`config.mk`:
```
export PLATFORM = sky130hd
export DESIGN_NAME = rf_wb_arb
export DESIGN_NICKNAME = d
export VERILOG_FILES = /design/src/rtl/rf_ctrl_pkg.sv /design/src/rtl/rf_wb_arb_rr_arb2.sv /design/src/rtl/rf_wb_arb.sv
export SDC_FILE = /design/constraint.sdc
export NUM_CORES = 1
export LEC_CHECK = 0
export CORE_AREA = 3 3 66 68
export CTS_CLUSTER_SIZE = 40
export DETAILED_ROUTE_END_ITERATION = 10
export DIE_AREA = 0 0 69 71
export PLACE_DENSITY = 0.81
export SYNTH_ARGS = -nofsm -noshare
export SYNTH_HDL_FRONTEND = slang
export SYNTH_SLANG_ARGS = --single-unit
```
`constraint.sdc`:
```
create_clock -name clk -period 3.4 [get_ports clk]
set_input_delay 0.34 -clock clk [delete_from_list [all_inputs] [get_ports clk]]
set_output_delay 0.34 -clock clk [all_outputs]
set_load 0.01 [all_outputs]
```
`src/rtl/rf_ctrl_pkg.sv`:
```
// rf_ctrl_pkg: shared widths, register count and writeback winner type
package rf_ctrl_pkg;
  localparam int DEF_DATA_W = 16;
  localparam int DEF_ADDR_W = 3;
  localparam int REG_N = 2 ** DEF_ADDR_W;
  typedef enum logic {WIN_ALU = 1'b0, WIN_MEM = 1'b1} win_e;
endpackage

```
`src/rtl/rf_wb_arb_rr_arb2.sv`:
```
// rr_arb2: two-way round-robin arbiter with combinational grants
// Ports: clk, rst (async, active-low); alu_req/mem_req in; alu_gnt/mem_gnt out.
// The pointer names the requester that wins the next tie; it starts on mem.
module rr_arb2
  import rf_ctrl_pkg::*;
(
  input  logic clk,
  input  logic rst,
  input  logic alu_req,
  input  logic mem_req,
  output logic alu_gnt,
  output logic mem_gnt
);
  win_e fav;
  always_comb begin
    alu_gnt = rst & alu_req & (~mem_req | (fav == WIN_ALU));
    mem_gnt = rst & mem_req & (~alu_req | (fav == WIN_MEM));
  end
  // after a transfer the loser becomes favoured
  always_ff @(posedge clk or negedge rst)
    if (!rst) fav <= WIN_MEM;
    else if (alu_gnt | mem_gnt) fav <= alu_gnt ? WIN_MEM : WIN_ALU;
endmodule

```
`src/rtl/rf_wb_arb.sv`:
```
// rf_wb_arb: register-file writeback arbiter with busy-bit scoreboard
// Ports: clk, rst (async, active-low); alu_*/mem_* writeback requests with
// combinational grants; write/writeregsel/writedata registered RF write port;
// iss_valid/iss_regsel mark a destination pending; rdN_chk/rdN_sel operands
// checked for stall; err is a sticky spurious-writeback flag.
// Macro RF_WB_FWD_EN adds rdN_fwd/rdN_fwddata bypass outputs.
module rf_wb_arb
  import rf_ctrl_pkg::*;
#(
  parameter int DATA_W = DEF_DATA_W,
  parameter int ADDR_W = DEF_ADDR_W
) (
  input  logic              clk,
  input  logic              rst,
  input  logic              alu_req,
  input  logic [ADDR_W-1:0] alu_regsel,
  input  logic [DATA_W-1:0] alu_data,
  input  logic              mem_req,
  input  logic [ADDR_W-1:0] mem_regsel,
  input  logic [DATA_W-1:0] mem_data,
  output logic              alu_gnt,
  output logic              mem_gnt,
  output logic              write,
  output logic [ADDR_W-1:0] writeregsel,
  output logic [DATA_W-1:0] writedata,
  input  logic              iss_valid,
  input  logic [ADDR_W-1:0] iss_regsel,
  input  logic              rd1_chk,
  input  logic              rd2_chk,
  input  logic [ADDR_W-1:0] rd1_sel,
  input  logic [ADDR_W-1:0] rd2_sel,
  output logic              stall,
  output logic              err
`ifdef RF_WB_FWD_EN
  ,
  output logic              rd1_fwd,
  output logic              rd2_fwd,
  output logic [DATA_W-1:0] rd1_fwddata,
  output logic [DATA_W-1:0] rd2_fwddata
`endif
);
  localparam int NREG = 1 << ADDR_W;
  logic            xfer;
  logic [NREG-1:0] busy, set, clr;
  rr_arb2 u_arb (
    .clk    (clk),
    .rst    (rst),
    .alu_req(alu_req),
    .mem_req(mem_req),
    .alu_gnt(alu_gnt),
    .mem_gnt(mem_gnt)
  );
  assign xfer = alu_gnt | mem_gnt;
  always_ff @(posedge clk or negedge rst)
    if (!rst) begin
      write       <= 1'b0;
      writeregsel <= '0;
      writedata   <= '0;
    end else begin
      write <= xfer;
      if (xfer) begin
        writeregsel <= alu_gnt ? alu_regsel : mem_regsel;
        writedata   <= alu_gnt ? alu_data : mem_data;
      end
    end
  // set is applied after clear so a new producer wins a same-edge collision
  always_comb begin
    set = iss_valid ? NREG'(1) << iss_regsel : '0;
    clr = write ? NREG'(1) << writeregsel : '0;
  end
  always_ff @(posedge clk or negedge rst)
    if (!rst) begin
      busy <= '0;
      err  <= 1'b0;
    end else begin
      busy <= (busy & ~clr) | set;
      err  <= err | (write & ~busy[writeregsel]);
    end
`ifdef RF_WB_FWD_EN
  // an operand matching the retiring write is bypassed instead of stalled
  always_comb begin
    rd1_fwd     = write & rd1_chk & (writeregsel == rd1_sel);
    rd2_fwd     = write & rd2_chk & (writeregsel == rd2_sel);
    rd1_fwddata = writedata;
    rd2_fwddata = writedata;
    stall       = (rd1_chk & busy[rd1_sel] & ~rd1_fwd) | (rd2_chk & busy[rd2_sel] & ~rd2_fwd);
  end
`else
  assign stall = (rd1_chk & busy[rd1_sel]) | (rd2_chk & busy[rd2_sel]);
`endif
endmodule

```
### After elaboration in Yosys (flattened, before gate mapping)

Cells that the tools add are included.

| operators by class | value |
|---|---|
| shifts and indexed selects | 2 |
| bitwise logic cells | 19 |
| order comparisons | 3 |
| multiplexer cells | 11 |

Operator list:

| operator | number |
|---|---|
| 16-bit 2-to-1 mux | 1 |
| 8-bit 2-to-1 mux | 2 |
| 1-bit by 3-bit left shift with 8-bit output, first input constant | 2 |
| 3-bit by 4-bit < comparator with 1-bit output, second input constant | 3 |
| 1-bit binary-select mux with 3-bit select | 3 |
| 8-bit bitwise AND | 1 |
| 8-bit inverter | 1 |
| 8-bit bitwise OR | 1 |
| 1-bit bitwise AND | 7 |
| 1-bit bitwise OR | 5 |
| 1-bit 2-to-1 mux | 4 |
| 1-bit inverter | 4 |
| 3-bit 2-to-1 mux | 1 |

| storage, ports and cells | value |
|---|---|
| input bits | 54 |
| register bits | 30 |
| output and inout bits | 24 |
| word-level logic and storage cells | 41 |

### Longest topological paths before layout

Gate-level depths: netlist (run 1).

| logic depth | value |
|---|---|
| word-level depth | 5 |
| depth in mapped cells | 5 |
| gate-level depth less buffers | 3 |

### Cells and area by module

From an unflattened synthesis (run 1), not the netlist that was laid out.

| unflattened totals | value |
|---|---|
| cell total of the unflattened synthesis | 148 |
| area, all modules | 1545.2 um^2 |

Modules (own cells, without submodules):

| module | times used | sequential area each (um^2) | area an instance (um^2) | cells an instance |
|---|---|---|---|---|
| rf_wb_arb | 1 | 725.7 | 1482.7 | 140 |
| rr_arb2 | 1 | 26.3 | 62.6 | 8 |

### Least setup slack after synthesis (run 1)

OpenSTA, ideal clock, no wires.

| timing | value |
|---|---|
| path kind | register to output |
| start point | reg busy[7] |
| end point | out stall |
| setup slack | 1979 ps |
| data required time | 3060 ps |
| cell stages (with the launch flop) | 4 |
| data arrival time | 1081 ps |
| path buffers | 0 |
| cells stage by stage | dfrtp_1 > mux4_2 > o22ai_1 > o22ai_1 |

| between the ends | value |
|---|---|
| cells in the longest elaborated chain, start to end | 4 |
| elaborated cells between the ends (all ways) | 7 |
| classes of those cells | 4 x mux; 3 x bitwise |

Ends and longest elaborated chain:

| what | line | source |
|---|---|---|
| start, declared | rf_wb_arb.sv:44 | `logic [NREG-1:0] busy, set, clr;` |
| start signal, assigned | rf_wb_arb.sv:76 | `busy <= (busy & ~clr) \| set;` |
| 1-bit binary-select mux with 3-bit select | rf_wb_arb.sv:89 | `assign stall = (rd1_chk & busy[rd1_sel]) \| (rd2_chk & busy[rd2_sel]);` |
| 1-bit 2-to-1 mux (implied by the code) | rf_wb_arb.sv:89 |  |
| 1-bit bitwise AND | rf_wb_arb.sv:89 |  |
| 1-bit bitwise OR (*) | rf_wb_arb.sv:89 |  |
| end, declared | rf_wb_arb.sv:32 | `output logic stall,` |

Mark *: on every way between the ends. The rest lies on a longest branch, timed or not. The select of a mux whose other input is x is not followed.

### Worst setup path in the final report (run 1)

| timing | value |
|---|---|
| start point | in rst |
| end point | out alu_gnt |

| between the ends | value |
|---|---|
| cells in the longest elaborated chain, start to end | 2 |

Ends and longest elaborated chain:

| what | line | source |
|---|---|---|
| start, declared | rf_wb_arb.sv:14 | `input logic rst,` |
| 1-bit bitwise AND (2 in a row) | rf_wb_arb_rr_arb2.sv:16 | `alu_gnt = rst & alu_req & (~mem_req \| (fav == WIN_ALU));` |
| end, declared | rf_wb_arb.sv:21 | `output logic alu_gnt,` |

No other way between the ends.

==> qor.csv, run 1 <==
stage,metric,value,unit
outcome,status,finished clean,
sta,fin_ws,844,ps
cells_and_area,layout_common_cells,"clkdlybuf4s50_1, o21ai_0, dfrtp_1",
cells_and_area,filler_cell_count,323,
cts,cts_buffers,5,
power_and_ir_drop,leakagePower,0.000949,uW
sta,worst-slew-pin-transition,720,ps
sta,fmax,0.391,GHz
routing,dr_total_vias,1674,
routing,drtAntennaViolNets,0,
floorplanning,dieArea,0.00490,sq mm
critical_path,rr_startpoint,u_arb.fav$_DFFE_PN1P_,
logic_synthesis,syn_inst,175,
cts,cts_tree,built,
logic_synthesis,syn_area,0.00160,sq mm
cells_and_area,fin_nets,304,
logic_synthesis,syn-num-nets,229,
global_routing,first_global_vias,1595,
global_routing,grt_use_met2,0.325,
critical_path,setup.worst_path.class,in2out,
sta,slew_violations,0,
critical_path,crit_fanout,21,
sta,fin_crit_sh,0.752,
global_routing,busiest_layer,met2,
min_path,min_path_type,in2async,
floorplanning,rows,23,
routing,vias_per_cell,5.56,
critical_path,path_buf_inv,3,
sta,fin_setup_tns,0,ps
placement,post-dp-hpwl,3340,microns
logic_synthesis,yosys_register_bits,30,
cts,clkLatencyLatePin,280,ps
floorplanning,start_util,0.410,
cells_and_area,fin_util,0.635,
global_routing,grt_max_degree,26,
cells_and_area,num_antenna_cells,0,
sta,finClkSkew,8.05,ps
cts,cts_buffer_depth,2,
global_routing,antenna_found_initial,0,
routing,totalWireLength,4380,microns
floorplanning,die_x,69,microns
sta,min_period,2560,ps
cells_and_area,final_common_cell,clkdlybuf4s50_1,
global_routing,grt_util_all_layers,0.181,
cts,cts.sinks,30,
sta,rsz0062_at_grt,no,
cells_and_area,area_growth,54.9,%
critical_path,start_kind,primary input,
power_and_ir_drop,power_density,447,mW/mm^2
floorplanning,die_y,71,microns
critical_path,worst_path_max_delay_cell,clkdlybuf4s50_1,
global_routing,met1_usage,0.197,
critical_path,r2r_cells,3,
cts,ctsResizeCount,0,
critical_path,slowest_delay,570,ps
floorplanning,ios,78,
cts,h-tree-depth,2,
critical_path,reg2reg_slack,1880,ps
sta,relSlewSlack,0.520,
floorplanning,core,0.00391,sq mm
cts,post_cts.repair.setup_buffers,0,
critical_path,cp.depth,5,
logic_synthesis,synth_seq_area_share,0.469,
global_routing,grt_pass1_wl,7130,microns
critical_path,crit_required,3060,ps
placement,io_buffers,77,
critical_path,crit_start,rst,
global_routing,globalRoute.totalOverflow,0,
cells_and_area,drive_gt1_frac,0.0598,
routing,drt_iter0_drc,81,
sta,setup_viol,0,
critical_path,cpLargestDelayFamily,buffers and inverters,
routing,drc,0,
placement,place_area,0.00240,sq mm
placement,place_ws,870,ps
cts,hold_buffers,0,
placement,place.gp.congestion,0.780,
power_and_ir_drop,vdd_drop_max,0.000319,V
cells_and_area,fin_area,0.00248,sq mm
critical_path,worstReg2RegEnd,writedata[8]$_DFFE_PN0P_,
cts,clk_pin_slew,60,ps
sta,hold_viol_final,0,
placement,placedCellCount,293,
global_routing,met3_usage,0.0511,
logic_synthesis,yosys_warnings,0,
critical_path,critPathArrivalTime,2220,ps
routing,drtPass1Iterations,4,
cts,cts_root_buf,clkbuf_8,
logic_synthesis,yosysUniqueCellTypes,25,
cells_and_area,final_cell_count_no_fill,301,
routing,routedWlPerCell,14.6,microns
logic_synthesis,avgSynthCellArea,9.17,sq um
critical_path,path_cells,"clkdlybuf4s50_1, buf_4, nand2_1, nor2_1, clkdlybuf4s50_1",
critical_path,cpMostUsedCell,clkdlybuf4s50_1,
critical_path,end_kind,primary output,
run,max_cap_viol_count,0,
-- cells in the mapped netlist --
| cell type | count | area [sq um] |
|---|---|---|
| o31ai_1 | 5 | 37.5 |
| nand2b_1 | 6 | 37.5 |
| dfrtp_1 | 29 | 726 |
| o21a_1 | 1 | 7.51 |
| buf_2 | 4 | 20.0 |
| o21ai_0 | 32 | 160 |
| a221o_1 | 1 | 10.0 |
| a21o_1 | 1 | 7.51 |
| o22ai_1 | 2 | 12.5 |
| dfstp_2 | 1 | 26.3 |
| nand3_1 | 19 | 95.1 |
| mux2i_1 | 3 | 30.0 |
| mux4_2 | 2 | 45.0 |
| mux2_2 | 2 | 22.5 |
| nand2_1 | 8 | 30.0 |
| buf_6 | 1 | 11.3 |
| or2b_1 | 1 | 7.51 |
| clkbuf_1 | 7 | 26.3 |
| nor2_1 | 21 | 78.8 |
| a31oi_1 | 19 | 119 |
| inv_1 | 3 | 11.3 |
| mux4_1 | 2 | 52.6 |
| and2_1 | 2 | 12.5 |
| a21oi_1 | 1 | 5.00 |
| nor2b_1 | 2 | 12.5 |
-- cells by family after synthesis --
family	count (synthesis)	share of synthesized area
DFF	30	0.469
and+or+nand+nor	59	0.171
AOI/OAI and AO/OA	62	0.224
muxes	9	0.0936
buffers and inverters	15	0.0429
-- power by group --
group          leakage, uW  switching, uW  internal, uW  total [uW]
clock            0.0000450            128           141         269
sequential        0.000332           62.4           426         488
combinational     0.000572            144           210         354
total             0.000949            334           777        1110
-- layer usage --
metal	part of all wire	routed length [microns]
met2	0.52	2270
met3	0.064	282
met4	0.025	108
met1	0.39	1720
met5	0	0
-- sequential cells by signal, summed over array words and instances (netlist names) --
signal and count:
write 1, busy 8, writeregsel 3, writedata 16, u_arb.fav 1, err 1
-- per-stage QoR --
stage          hold slack [ps]  power [uW]
4_1_cts                    380        1120
3_5_place_dp               462         851
5_1_grt                    389        1180
2_1_floorplan             44.4         657
6_report                   384        1110
3_3_place_gp               444         838
-- cell type report --
cell class	instances	area, sq um	share of cell area
Timing Repair Buffer	80	793	0.319
Multi-Input combinational cell	130	783	0.315
Sequential cell	30	752	0.303
Clock buffer	6	72.6	0.0292
Tap cell	50	62.6	0.0252
Inverter	3	11.3	0.00453
Clock inverter	2	10.0	0.00403
-- worst max-delay path by stage --
stage / endpoint / slack [ps]
detailed placement: alu_gnt / 870
finish: alu_gnt / 840
CTS: alu_gnt / 860
global placement: alu_gnt / 910
global route: alu_gnt / 740
floorplan: stall / 1980
(Power assumes the default switching activity.)
==> run 2: changes to the inputs <==
- CORE_AREA: 3 3 66 68 -> 3 3 71 73
- DIE_AREA: 0 0 69 71 -> 0 0 74 76
- PLACE_DENSITY: 0.81 -> 0.74
- clock period: 3.4 -> 2.21 ns (I/O delays scaled with it)
==> run 2 against run 1 <==
  * Clock skew fell by 5.7 ps
  * Final area rose by 3.1%
  * Combinational power rose by 57%
  * Power rose by 66%
  * Routed wire length rose by 5.5%
  * Setup slack got worse by 520 ps
  * Largest cell class unchanged
  * Largest power group unchanged
  * Highest routed layer unchanged
==> qor.csv, run 2 (same netlist as run 1, synthesis figures left out) <==
stage,metric,value,unit,change
power_and_ir_drop,vdd_drop_max,0.000328,V,+2.9%
cells_and_area,final_common_cell,clkdlybuf4s50_1,,
floorplanning,ios,78,,unchanged
power_and_ir_drop,total_power,1840,uW,+66%
placement,io_buffers,77,,unchanged
sta,min_period,1890,ps,
critical_path,start_kind,primary input,,
floorplanning,die_y,76,microns,+7.0%
critical_path,worst_path_max_delay_cell,clkdlybuf4s50_1,,
cts,clkLatencyLatePin,270,ps,about the same
power_and_ir_drop,clkPwrFrac,0.289,,+0.047
routing,totalWireLength,4630,microns,+5.5%
cells_and_area,drive_gt1_frac,0.0856,,+0.0258
cts,cts_buffers,5,,unchanged
cts,cts.sinks,30,,unchanged
cells_and_area,fin_area,0.00256,sq mm,+3.1%
sta,finClkSkew,2.39,ps,-5.67 ps
cells_and_area,largestRegisters,"writedata (16), busy (8), writeregsel (3)",,
power_and_ir_drop,switching_share,0.286,,-0.0153
cells_and_area,regMostFlops,writedata,,
power_and_ir_drop,leakagePower,0.000999,uW,+5.3%
floorplanning,core,0.00441,sq mm,+13%
cts,cts_tree,built,,
cts,hold_buffers,0,,unchanged
critical_path,crit_required,1990,ps,-1070 ps
sta,relSlewSlack,0.558,,+0.0375
routing,drtPass1Iterations,4,,unchanged
cells_and_area,filler_cell_count,387,,+20%
sta,worst-slew-pin-transition,662,ps,-57.8 ps
sta,fmax,0.530,GHz,
placement,place.gp.congestion,0.807,,+3.4%
cells_and_area,num_antenna_cells,0,,unchanged
floorplanning,start_util,0.363,,-0.0465
cts,cts_buffer_depth,2,,unchanged
global_routing,globalRoute.totalOverflow,0,,unchanged
global_routing,grt_pass1_wl,7440,microns,+4.4%
power_and_ir_drop,switchingPower,526,uW,+57%
cells_and_area,largest_reg_flops,16,,unchanged
routing,drc,0,,unchanged
critical_path,crit_fanout,3,,-86%
power_and_ir_drop,combPwrFrac,0.302,,-0.017
routing,dr_total_vias,1663,,-0.66%
routing,drtAntennaViolNets,0,,unchanged
power_and_ir_drop,p_int,1320,uW,+69%
sta,fin_setup_tns,0,ps,unchanged
critical_path,path_cells,"clkdlybuf4s50_1, mux4_2, nor2b_1, o22ai_1, dlymetal6s2s_1",,
global_routing,first_global_vias,1587,,-0.50%
cts,cts_root_buf,clkbuf_8,,
global_routing,grt_max_degree,23,,-12%
floorplanning,rows,24,,+4.3%
routing,drt_iter0_drc,112,,+38%
outcome,status,finished clean,,
global_routing,antenna_found_initial,0,,unchanged
placement,post-dp-hpwl,3460,microns,+3.4%
sta,hold_viol_final,0,,unchanged
sta,slew_violations,0,,unchanged
power_and_ir_drop,pwr-share-seq,0.410,,-0.029
power_and_ir_drop,power_density,719,mW/mm^2,+61%
cts,clk_pin_slew,60,ps,about the same
critical_path,slowest_delay,520,ps,-50 ps
global_routing,grt_util_all_layers,0.169,,-0.0125
sta,setup_viol,0,,unchanged
placement,place_area,0.00245,sq mm,+2.0%
min_path,min_path_type,in2async,,
critical_path,critPathArrivalTime,1660,ps,-560 ps
routing,vias_per_cell,5.38,,-3.2%
sta,rsz0062_at_grt,no,,
cells_and_area,layout_common_cells,"clkdlybuf4s50_1, o21ai_0, dfrtp_1",,
cells_and_area,fin_nets,310,,+2.0%
sta,fin_crit_sh,0.853,,
run,max_cap_viol_count,0,,unchanged
routing,routedWlPerCell,15.0,microns,+2.8%
cts,h-tree-depth,2,,unchanged
critical_path,setup.worst_path.class,in2out,,
critical_path,end_kind,primary output,,
floorplanning,die_x,74,microns,+7.2%
floorplanning,dieArea,0.00562,sq mm,+15%
cells_and_area,area_growth,59.7,%,
## run 2: final cells by class
type / count / area (sq um) / area share
flip-flops and latches: 30 / 752 / 0.294
multi-input cells: 130 / 783 / 0.306
inverters: 3 / 11.3 / 0.00440
well taps: 52 / 65.1 / 0.0254
clock buffers: 5 / 68.8 / 0.0269
clock inverters: 3 / 40.0 / 0.0156
repair buffers: 86 / 841 / 0.328
## run 2: worst paths after layout
check                                      start                         to  slack, ps  cells past startpoint
max                                   rd2_sel[1]                      stall        320                      5
min                                          rst  writedata[12]$_DFFE_PN0P_        180                      1
max reg2reg                u_arb.fav$_DFFE_PN1P_   writedata[6]$_DFFE_PN0P_        790                      3
min reg2reg                        err$_DFF_PN0_              err$_DFF_PN0_        460                      1
max in group asynchronous                    rst          busy[1]$_DFF_PN0_       1450                      2
min in group clk                   err$_DFF_PN0_              err$_DFF_PN0_        460                      1
## run 2: metrics by stage
step,util,hold WS [ps],instances,setup WS (ps)
final,0.580,182,309,325
after global routing,0.580,187,309,246
after CTS,0.580,179,309,9.55
after detailed placement,0.555,446,301,14.7
after global placement,0.555,444,301,39.6
after floorplan,-,-74.6,175,856
## run 2: metal layers
| metal | track usage | part of all wire | up-vias |
|---|---|---|---|
| met5 | 0 | 0 | - |
| met4 | 0.0453 | 0.016 | 0 |
| met3 | 0.0633 | 0.072 | 7 |
| met2 | 0.276 | 0.50 | 54 |
| met1 | 0.206 | 0.41 | 792 |
| li1 | - | - | 810 |
## run 2: repair_timing
| action | in CTS | in global routing |
|---|---|---|
| setup buffers | 0 | 0 |
| gates resized for setup | 0 | 1 |
| endpoints found under the setup margin | 0 | 1 |
## run 2: critical path: cells and delay by family
kind	cells	cell delay, ps
simple gates	1	140
compound gates	1	100
mux	1	500
buf+inv	2	700
## run 2: power groups by stage
stage / sequential, uW / clock [uW] / combinational, uW
global route: 772 / 572 / 604
global placement: 758 / 0 / 552
floorplan: 751 / 0 / 260
detailed placement: 767 / 0 / 558
finish: 754 / 532 / 555
CTS: 755 / 551 / 561
==> run 3: changes to the inputs <==
- SLEW_MARGIN: default -> 30
==> results of run 3 <==
Final layout, timing and power as in run 2 (identical DEF).
